$ cat config.mk
export PLATFORM = sky130hd
export DESIGN_NAME = esc_seq_encoder
export DESIGN_NICKNAME = d
export VERILOG_FILES = /design/src/rtl/esc_pkg.sv /design/src/rtl/esc_seq_rom.sv /design/src/rtl/esc_seq_encoder.sv
export SDC_FILE = /design/constraint.sdc
export NUM_CORES = 1
export LEC_CHECK = 0
export CELL_PAD_IN_SITES_DETAIL_PLACEMENT = 0
export CELL_PAD_IN_SITES_GLOBAL_PLACEMENT = 1
export CORE_ASPECT_RATIO = 1.25
export CORE_UTILIZATION = 40
export DETAILED_ROUTE_END_ITERATION = 8
export PLACE_DENSITY_LB_ADDON = 0.1
export SLEW_MARGIN = 10
export SYNTH_ARGS = -nofsm -noshare
export SYNTH_HDL_FRONTEND = slang
export SYNTH_HIERARCHICAL = 1
export SYNTH_SLANG_ARGS = --single-unit
$ cat constraint.sdc
create_clock -name clk -period 5.45 [get_ports clk]
set_input_delay 0.8175 -clock clk [delete_from_list [all_inputs] [get_ports clk]]
set_output_delay 0.8175 -clock clk [all_outputs]
set_load 0.005 [all_outputs]
$ cat src/rtl/esc_pkg.sv
// Shared types and byte constants for the key-to-escape-sequence encoder.
// ESC_ENTER_CRLF_EN adds the LF state so ENTER emits CR LF instead of CR.
package esc_pkg;

  typedef enum logic [2:0] {
    KeyChar      = 3'd0,
    KeyLeft      = 3'd1,
    KeyRight     = 3'd2,
    KeyDelete    = 3'd3,
    KeySpace     = 3'd4,
    KeyBackspace = 3'd5,
    KeyEnter     = 3'd6,
    KeyRsvd      = 3'd7
  } key_code_e;

  typedef enum logic [2:0] {
    StIdle,
    StEsc,
    StCsi,
    StParam,
    StFinal,
`ifdef ESC_ENTER_CRLF_EN
    StSingle,
    StLf
`else
    StSingle
`endif
  } state_e;

  localparam logic [7:0] ESC_B = 8'h1B;
  localparam logic [7:0] CSI_B = 8'h5B;
  localparam logic [7:0] CUR_R = 8'h43;
  localparam logic [7:0] CUR_L = 8'h44;
  localparam logic [7:0] DEL_P = 8'h33;
  localparam logic [7:0] DEL_T = 8'h7E;
  localparam logic [7:0] CR    = 8'h0D;
  localparam logic [7:0] LF    = 8'h0A;
  localparam logic [7:0] SP    = 8'h20;

  function automatic logic is_printable(input logic [7:0] c);
    return (c >= 8'h20) && (c <= 8'h7E);
  endfunction

endpackage

$ cat src/rtl/esc_seq_rom.sv
// Byte-selection table: maps (state, latched key, latched char) to the byte sent in that state.
// ESC_ENTER_CRLF_EN enables the LF entry.
module esc_seq_rom
  import esc_pkg::*;
#(
  parameter logic [7:0] BS_CODE = 8'h08
) (
  input  state_e      state_i,
  input  key_code_e   key_i,
  input  logic [7:0]  char_i,
  output logic [7:0]  byte_o
);

  always_comb begin
    byte_o = 8'h00;
    case (state_i)
      StEsc:   byte_o = ESC_B;
      StCsi:   byte_o = CSI_B;
      StParam: byte_o = DEL_P;
      StFinal: begin
        case (key_i)
          KeyLeft:  byte_o = CUR_L;
          KeyRight: byte_o = CUR_R;
          default:  byte_o = DEL_T;
        endcase
      end
      StSingle: begin
        case (key_i)
          KeySpace:     byte_o = SP;
          KeyBackspace: byte_o = BS_CODE;
          KeyEnter:     byte_o = CR;
          default:      byte_o = char_i;
        endcase
      end
`ifdef ESC_ENTER_CRLF_EN
      StLf:    byte_o = LF;
`endif
      default: byte_o = 8'h00;
    endcase
  end

endmodule

$ cat src/rtl/esc_seq_encoder.sv
// Converts key events into terminal byte sequences (VT cursor/delete escapes or single bytes).
// ESC_ENTER_CRLF_EN makes ENTER emit CR LF.
module esc_seq_encoder
  import esc_pkg::*;
#(
  parameter logic [7:0] BS_CODE = 8'h08
) (
  input  logic       clk,
  input  logic       rst,
  input  logic       key_valid,
  input  logic [2:0] key_code,
  input  logic [7:0] key_char,
  output logic       key_ready,
  output logic [7:0] tx_data,
  output logic       tx_valid,
  input  logic       tx_ready,
  output logic       err
);

  state_e     state_q, state_d;
  key_code_e  key_q, key_d;
  logic [7:0] char_q, char_d;
  logic [7:0] tx_data_q, rom_byte;
  logic       tx_valid_q;
  logic       err_q, err_d;

  assign key_ready = (state_q == StIdle);
  assign tx_data   = tx_data_q;
  assign tx_valid  = tx_valid_q;
  assign err       = err_q;

  always_comb begin
    state_d = state_q;
    key_d   = key_q;
    char_d  = char_q;
    err_d   = 1'b0;
    case (state_q)
      StIdle: begin
        if (key_valid) begin
          key_d  = key_code_e'(key_code);
          char_d = key_char;
          case (key_code_e'(key_code))
            KeyLeft, KeyRight, KeyDelete:    state_d = StEsc;
            KeySpace, KeyBackspace, KeyEnter: state_d = StSingle;
            KeyChar: begin
              if (is_printable(key_char)) state_d = StSingle;
              else                        err_d   = 1'b1;
            end
            default: err_d = 1'b1;
          endcase
        end
      end
      StEsc:   if (tx_ready) state_d = StCsi;
      StCsi:   if (tx_ready) state_d = (key_q == KeyDelete) ? StParam : StFinal;
      StParam: if (tx_ready) state_d = StFinal;
      StFinal: if (tx_ready) state_d = StIdle;
`ifdef ESC_ENTER_CRLF_EN
      StSingle: if (tx_ready) state_d = (key_q == KeyEnter) ? StLf : StIdle;
      StLf:     if (tx_ready) state_d = StIdle;
`else
      StSingle: if (tx_ready) state_d = StIdle;
`endif
      default: state_d = StIdle;
    endcase
  end

  // Look up the byte for the state being entered so tx_data can be registered with
  // the state, giving the first byte on the cycle after acceptance.
  esc_seq_rom #(
    .BS_CODE (BS_CODE)
  ) u_rom (
    .state_i (state_d),
    .key_i   (key_d),
    .char_i  (char_d),
    .byte_o  (rom_byte)
  );

  always_ff @(posedge clk or posedge rst) begin
    if (rst) begin
      state_q    <= StIdle;
      key_q      <= KeyChar;
      char_q     <= 8'h00;
      tx_data_q  <= 8'h00;
      tx_valid_q <= 1'b0;
      err_q      <= 1'b0;
    end else begin
      state_q    <= state_d;
      key_q      <= key_d;
      char_q     <= char_d;
      tx_data_q  <= rom_byte;
      tx_valid_q <= (state_d != StIdle);
      err_q      <= err_d;
    end
  end

endmodule

==> flow_summary.toml, run 1 <==
[floorplanning]
die_area_um2 = 3310
coreArea_um2 = 2950
std_cell_rows = 22
die_x_um = 51.6
initial_core_util_pct = 41.8
die_h_um = 64.0
num_io_pins = 26

[min_path]
worst_hold_path.num_cells = 2
worst_hold_path_type = "reg -> reg"

[grt]
overflow = 0
grt_pass1_wl_um = 4430
grt_pass1_vias = 1000
grt_max_degree = 25
gr-usage-all-layers_pct = 18.1
antenna_found_initial = 0

[power]
p_leak_uw = 0.000673
clock_power_share_pct = 9.4
power.share.switching_pct = 41.3
power_density_nw_per_um2 = 518
total_power_uw = 789
power_frac_comb_pct = 54.2
intPower_uw = 464
peakVddDrop_v = 0.000309
power.switching_uw = 326
power_frac_seq_pct = 36.4

[yosys]
synth.most_common_cell = "nand2_1"
synth_edf_count = 0
yosysTopAreaCell = "dfrtp_1"
synthesis.nets = 155
synth_seq_area_share_pct = 48.8
synthTopCellsByCount = "nand2_1, dfrtp_1, nor2_1"
async_flop_share_pct = 100
synth_area_leaders = "dfrtp_1, nand2_1, nor2_1, a21oi_1, xnor2_1"
yosysUniqueCellTypes = 41
synth.ff_latch_count = 24
synth_warnings = 6
yosys_most_used_dff = "dfrtp_1"
synth_area_um2 = 1230
synthDominantCellAreaShare_pct = 48.8
syn_inst = 139
syn_area_per_cell_um2 = 8.86

[routing]
drt_wl_total_um = 2590
drtPass1Iterations = 4
drt-vias-per-instance = 5.27
ant_nets = 0
drc = 0
wl_per_cell_um = 13.1
vias = 1043
drtIter0Drc = 15

[clock_network]
clk_pin_slew_worst_paths_ns = 0.12
cts_sinks = 24
root_buffer = "clkbuf_4"
clock_latency_ns = 0.31
cts_tree = "done"
htree_levels = 1
cts_buffers = 3
cts_hold_buffers = 0
cts-resized-gates = 0
cts.path.max_buffers = 2
postCtsSetupRepairBufs = 0

[cells_and_area]
seqCellArea_um2 = 601
nets = 180
diodes = 0
multiInputGateArea_um2 = 577
fin_util_pct = 51.8
syn_to_final_growth_pct = 23.9
nFillCells = 286
fin_cells = 198
drive_gt1_share_pct = 6.17

[placed_design]
dp.cells = 195
dpl_worst_slack_ns = 1.72
io_buffers = 25
globalplace.congestion = 0.825
dp_hpwl_um = 2000

[setup_path]
cp-startpoint = "key_valid"
cp_cell_sequence = "clkdlybuf4s50_1 -> or4b_1 -> a211oi_1 -> a2bb2oi_1 -> nand3b_1 -> o32a_1 -> a21oi_2"
critPathMaxStageDelay_ns = 0.69
cp-end-kind = "flip-flop"
critical_path.slowest_cell = "or4b_1"
cp.arrival_ns = 3.63
r2r_slack_ns = 2.44
r2r-end = "tx_data[3]$_DFF_PP0_"
worstSetupEndpoint = "tx_data[3]$_DFF_PP0_"
crit_path_start_kind = "input port"
crit_required_ns = 5.69
criticalPathCategory = "in -> reg"
rr_startpoint = "state_q[1]$_DFF_PP0_"
cp_max_fo = 15
rr_worst_depth = 6

[timing]
finalSetupTns_ns = 0
relSlewSlack_pct = 41.3
setup_viol = 0
fmax_ghz = 0.295
rsz0062_at_grt = "false"
postLayoutSetupSlackWorst_ns = 2.06
layout_min_cycle_time_ns = 3.39
min_period_over_period_pct = 62.2
worst-slew-pin-transition_ns = 0.879
hold_violations = 0
fin_skew_ns = 0.00943
finalMaxSlewViolations = 0

[status]
status = "finished clean"

[flow_run]
drv_cap = 0
==> worst min-delay path by stage <==
stage | from | to | slack [ns]
finish | char_q[0]$_DFF_PP0_ | char_q[0]$_DFF_PP0_ | 0.49
global placement | char_q[5]$_DFF_PP0_ | char_q[5]$_DFF_PP0_ | 0.46
CTS | char_q[3]$_DFF_PP0_ | char_q[3]$_DFF_PP0_ | 0.50
detailed placement | char_q[3]$_DFF_PP0_ | char_q[3]$_DFF_PP0_ | 0.47
global route | char_q[3]$_DFF_PP0_ | char_q[3]$_DFF_PP0_ | 0.54
floorplan | char_q[7]$_DFF_PP0_ | char_q[7]$_DFF_PP0_ | 0.43
==> cell usage in the layout, fill, tap and decap left out, types with 2 or more instances in the layout <==
cell type,synthesis,routed
nor2b_1,3,3
nand2_1,38,38
a21oi_1,6,6
o21ai_0,4,4
nor4b_1,2,2
a31oi_1,3,3
inv_1,5,5
dfrtp_1,24,24
clkbuf_4,0,3
nand3b_1,3,3
nor2_1,10,10
nand2b_1,3,3
o21ai_1,2,2
clkdlybuf4s50_1,0,25
nor3_1,3,3
xnor2_1,3,3
==> through the flow <==
stage | area (um2) | hold WS, ns
global placement | 1500 | 0.460
CTS | 1530 | 0.500
finish | 1530 | 0.494
floorplan | 1230 | 0.434
detailed placement | 1500 | 0.468
global route | 1530 | 0.536
==> worst max-delay path: cells and delay by family <==
family / cells / cell delay (ns)
AND/OR/NAND/NOR: 2 / 0.93
buffers and inverters: 1 / 0.47
AO/OA/AOI/OAI: 4 / 1.40
==> area by class of cell <==
cell class / count / area share [%]
Clock buffer: 3 / 1.48
Timing Repair Buffer: 26 / 16.9
Inverter: 6 / 1.48
Multi-Input combinational cell: 103 / 37.8
Sequential cell: 24 / 39.4
Tap cell: 36 / 2.95
==> power by group through the flow <==
stage	Sequential (uW)	Combinational, uW	Clock (uW)
global placement	289	433	0
global route	296	484	82.3
CTS	287	432	76.5
floorplan	277	312	0
finish	287	428	74.2
detailed placement	291	430	0
==> layer usage <==
layer	routed length, um	global-route usage (%)	vias up
li1	-	-	523
met1	1130	21.8	503
met5	0	0	-
met4	42	8.11	0
met3	53	1.43	4
met2	1370	32.0	13
==> flip-flops by register name, summed over array words and instances (netlist names) <==
register and cells:
tx_valid 1, key_q 3, tx_data 8, state_q 3
err 1, char_q 8
==> cell families after synthesis <==
kind of cell    synth area share (%)
fa+ha+maj                       1.02
compound gates                  15.7
simple gates                    28.1
xor+xnor                        2.13
flops                           48.8
buf+inv                         4.37
Power figures use the tool's default switching activity.
==> run 2, diff against run 1 <==
Settings changed: CORE_UTILIZATION 40 to 33.
Clock period 5.45 ns to 2.9 ns, I/O delays scaled along.
==> flow_summary.toml, run 2 (synthesis results as in run 1) <==
[setup_path]
cp_cell_sequence = "clkdlybuf4s50_1 -> or4b_1 -> a211oi_1 -> a2bb2oi_1 -> nand3b_1 -> o32a_1 -> a21oi_2"
critical_path.slowest_cell = "or4b_1"
crit_family = "compound AO/OA/AOI/OAI gates"
criticalPathCategory = "in -> reg"
crit_path_start_kind = "input port"
rr_startpoint = "state_q[0]$_DFF_PP0_"
crit_required_ns = 3.10
r2r_slack_ns = 0.39
critPathMaxStageDelay_ns = 0.52
cp.buffers_inverters = 1
cp-end-kind = "flip-flop"
cp.arrival_ns = 2.79
cp_max_fo = 5
r2r-end = "tx_data[3]$_DFF_PP0_"
rr_worst_depth = 6

[power]
clock_power_share_pct = 13.8
peakVddDrop_v = 0.000557
power.share.switching_pct = 39.7
intPower_uw = 995
power_frac_comb_pct = 54.1
power.switching_uw = 656
power_frac_seq_pct = 32.2
power_density_nw_per_um2 = 1030
p_leak_uw = 0.000718

[min_path]
worst_hold_path_type = "reg -> reg"
min-delay-start = "char_q[5]$_DFF_PP0_"
worst_hold_path.num_cells = 2
min_delay_worst_endpoint = "char_q[5]$_DFF_PP0_"

[timing]
finalMaxSlewViolations = 0
layout_min_cycle_time_ns = 2.59
finalSetupTns_ns = 0
min_period_over_period_pct = 89.3
fmax_ghz = 0.386
hold_violations = 0
relSlewSlack_pct = 40.1
worst-slew-pin-transition_ns = 0.897
rsz0062_at_grt = "false"
fin_skew_ns = 0.00292
setup_viol = 0

[clock_network]
cts_hold_buffers = 0
cts_buffers = 3
cts_tree = "done"
cts_sinks = 24
htree_levels = 1
clock_latency_ns = 0.27
postCtsSetupRepairBufs = 0
root_buffer = "clkbuf_8"
cts-resized-gates = 0
cts.path.max_buffers = 2
clk_pin_slew_worst_paths_ns = 0.08

[floorplanning]
die_area_um2 = 3980
coreArea_um2 = 3510
die_x_um = 56.6
die_h_um = 70.3
initial_core_util_pct = 35.0
std_cell_rows = 24
num_io_pins = 26

[cells_and_area]
seqCellArea_um2 = 601
syn_to_final_growth_pct = 30.5
diodes = 0
final_common_cell = "nand2_1"
final_cell_mix = "nand2_1, clkdlybuf4s50_1, dfrtp_1"
nets = 186
fin_util_pct = 45.7
drive_gt1_share_pct = 10.1
nFillCells = 379
multiInputGateArea_um2 = 577

[routing]
drtIter0Drc = 19
drt-vias-per-instance = 5.05
drc = 0
drt_wl_total_um = 2860
vias = 1050
drtPass1Iterations = 4
wl_per_cell_um = 13.7
ant_nets = 0

[placed_design]
io_buffers = 25
globalplace.congestion = 0.801
dp_hpwl_um = 2200

[grt]
grt_pass1_vias = 1032
gr-usage-all-layers_pct = 16.3
antenna_found_initial = 0
overflow = 0
grt_pass1_wl_um = 4940
grt_max_degree = 25

[status]
status = "finished clean"

[flow_run]
drv_cap = 0
run 2: cell types whose count changed in the layout (fill, tap and decap cells not counted):
cell	delta
buf_4	+6
clkbuf_4	-3
clkbuf_8	+4
run 2: how the worst max path moves through the flow:
stage	startpoint	end	slack (ns)	depth (start not counted)
after detailed placement	key_valid	tx_data[3]$_DFF_PP0_	0.06	7
after CTS	key_valid	tx_data[3]$_DFF_PP0_	0.32	7
after global routing	key_valid	tx_data[1]$_DFF_PP0_	0.12	8
final	key_valid	tx_data[3]$_DFF_PP0_	0.31	7
after floorplan	state_q[2]$_DFF_PP0_	tx_data[3]$_DFF_PP0_	0.40	8
after global placement	key_valid	tx_data[3]$_DFF_PP0_	0.10	7
run 2: metrics by stage:
step	cells	worst slack, ns	cell area [um2]	total power, uW	hold WS (ns)
after floorplan	139	0.403	1230	1110	0.434
after global placement	204	0.101	1550	1420	0.463
after detailed placement	204	0.0556	1550	1430	0.462
after CTS	208	0.321	1610	1670	0.484
after global routing	208	0.118	1610	1800	0.507
final	208	0.311	1610	1650	0.482
run 2: per-layer routing:
layer  vias to the layer above  routed length [um]  track usage [%]
met2                        12                1470             27.2
met1                       496                1250             20.1
met3                         6                  55             2.22
li1                        536                   -                -
met4                         0                  82             8.40
met5                         -                   0                0
run 2: worst reg2reg max path, stage by stage (launching register included):
cell       delay (ns)
dfrtp_1          0.45
or4b_1           0.63
a211oi_1         0.28
a2bb2oi_1        0.36
nand3b_1         0.20
o32a_1           0.40
a21oi_2          0.13
run 2: power by group through the flow:
stage               Sequential (uW)  Clock (uW)  Combinational (uW)
finish                          531         227                 893
detailed placement              539           0                 894
global route                    546         248                1000
floorplan                       520           0                 586
global placement                533           0                 888
CTS                             532         237                 900
run 2: cell type report:
type                            instances  area share [%]
Multi-Input combinational cell        103            35.9
Inverter                                6            1.40
Timing Repair Buffer                   32            18.8
Clock buffer                            4            3.43
Tap cell                               39            3.04
Sequential cell                        24            37.4
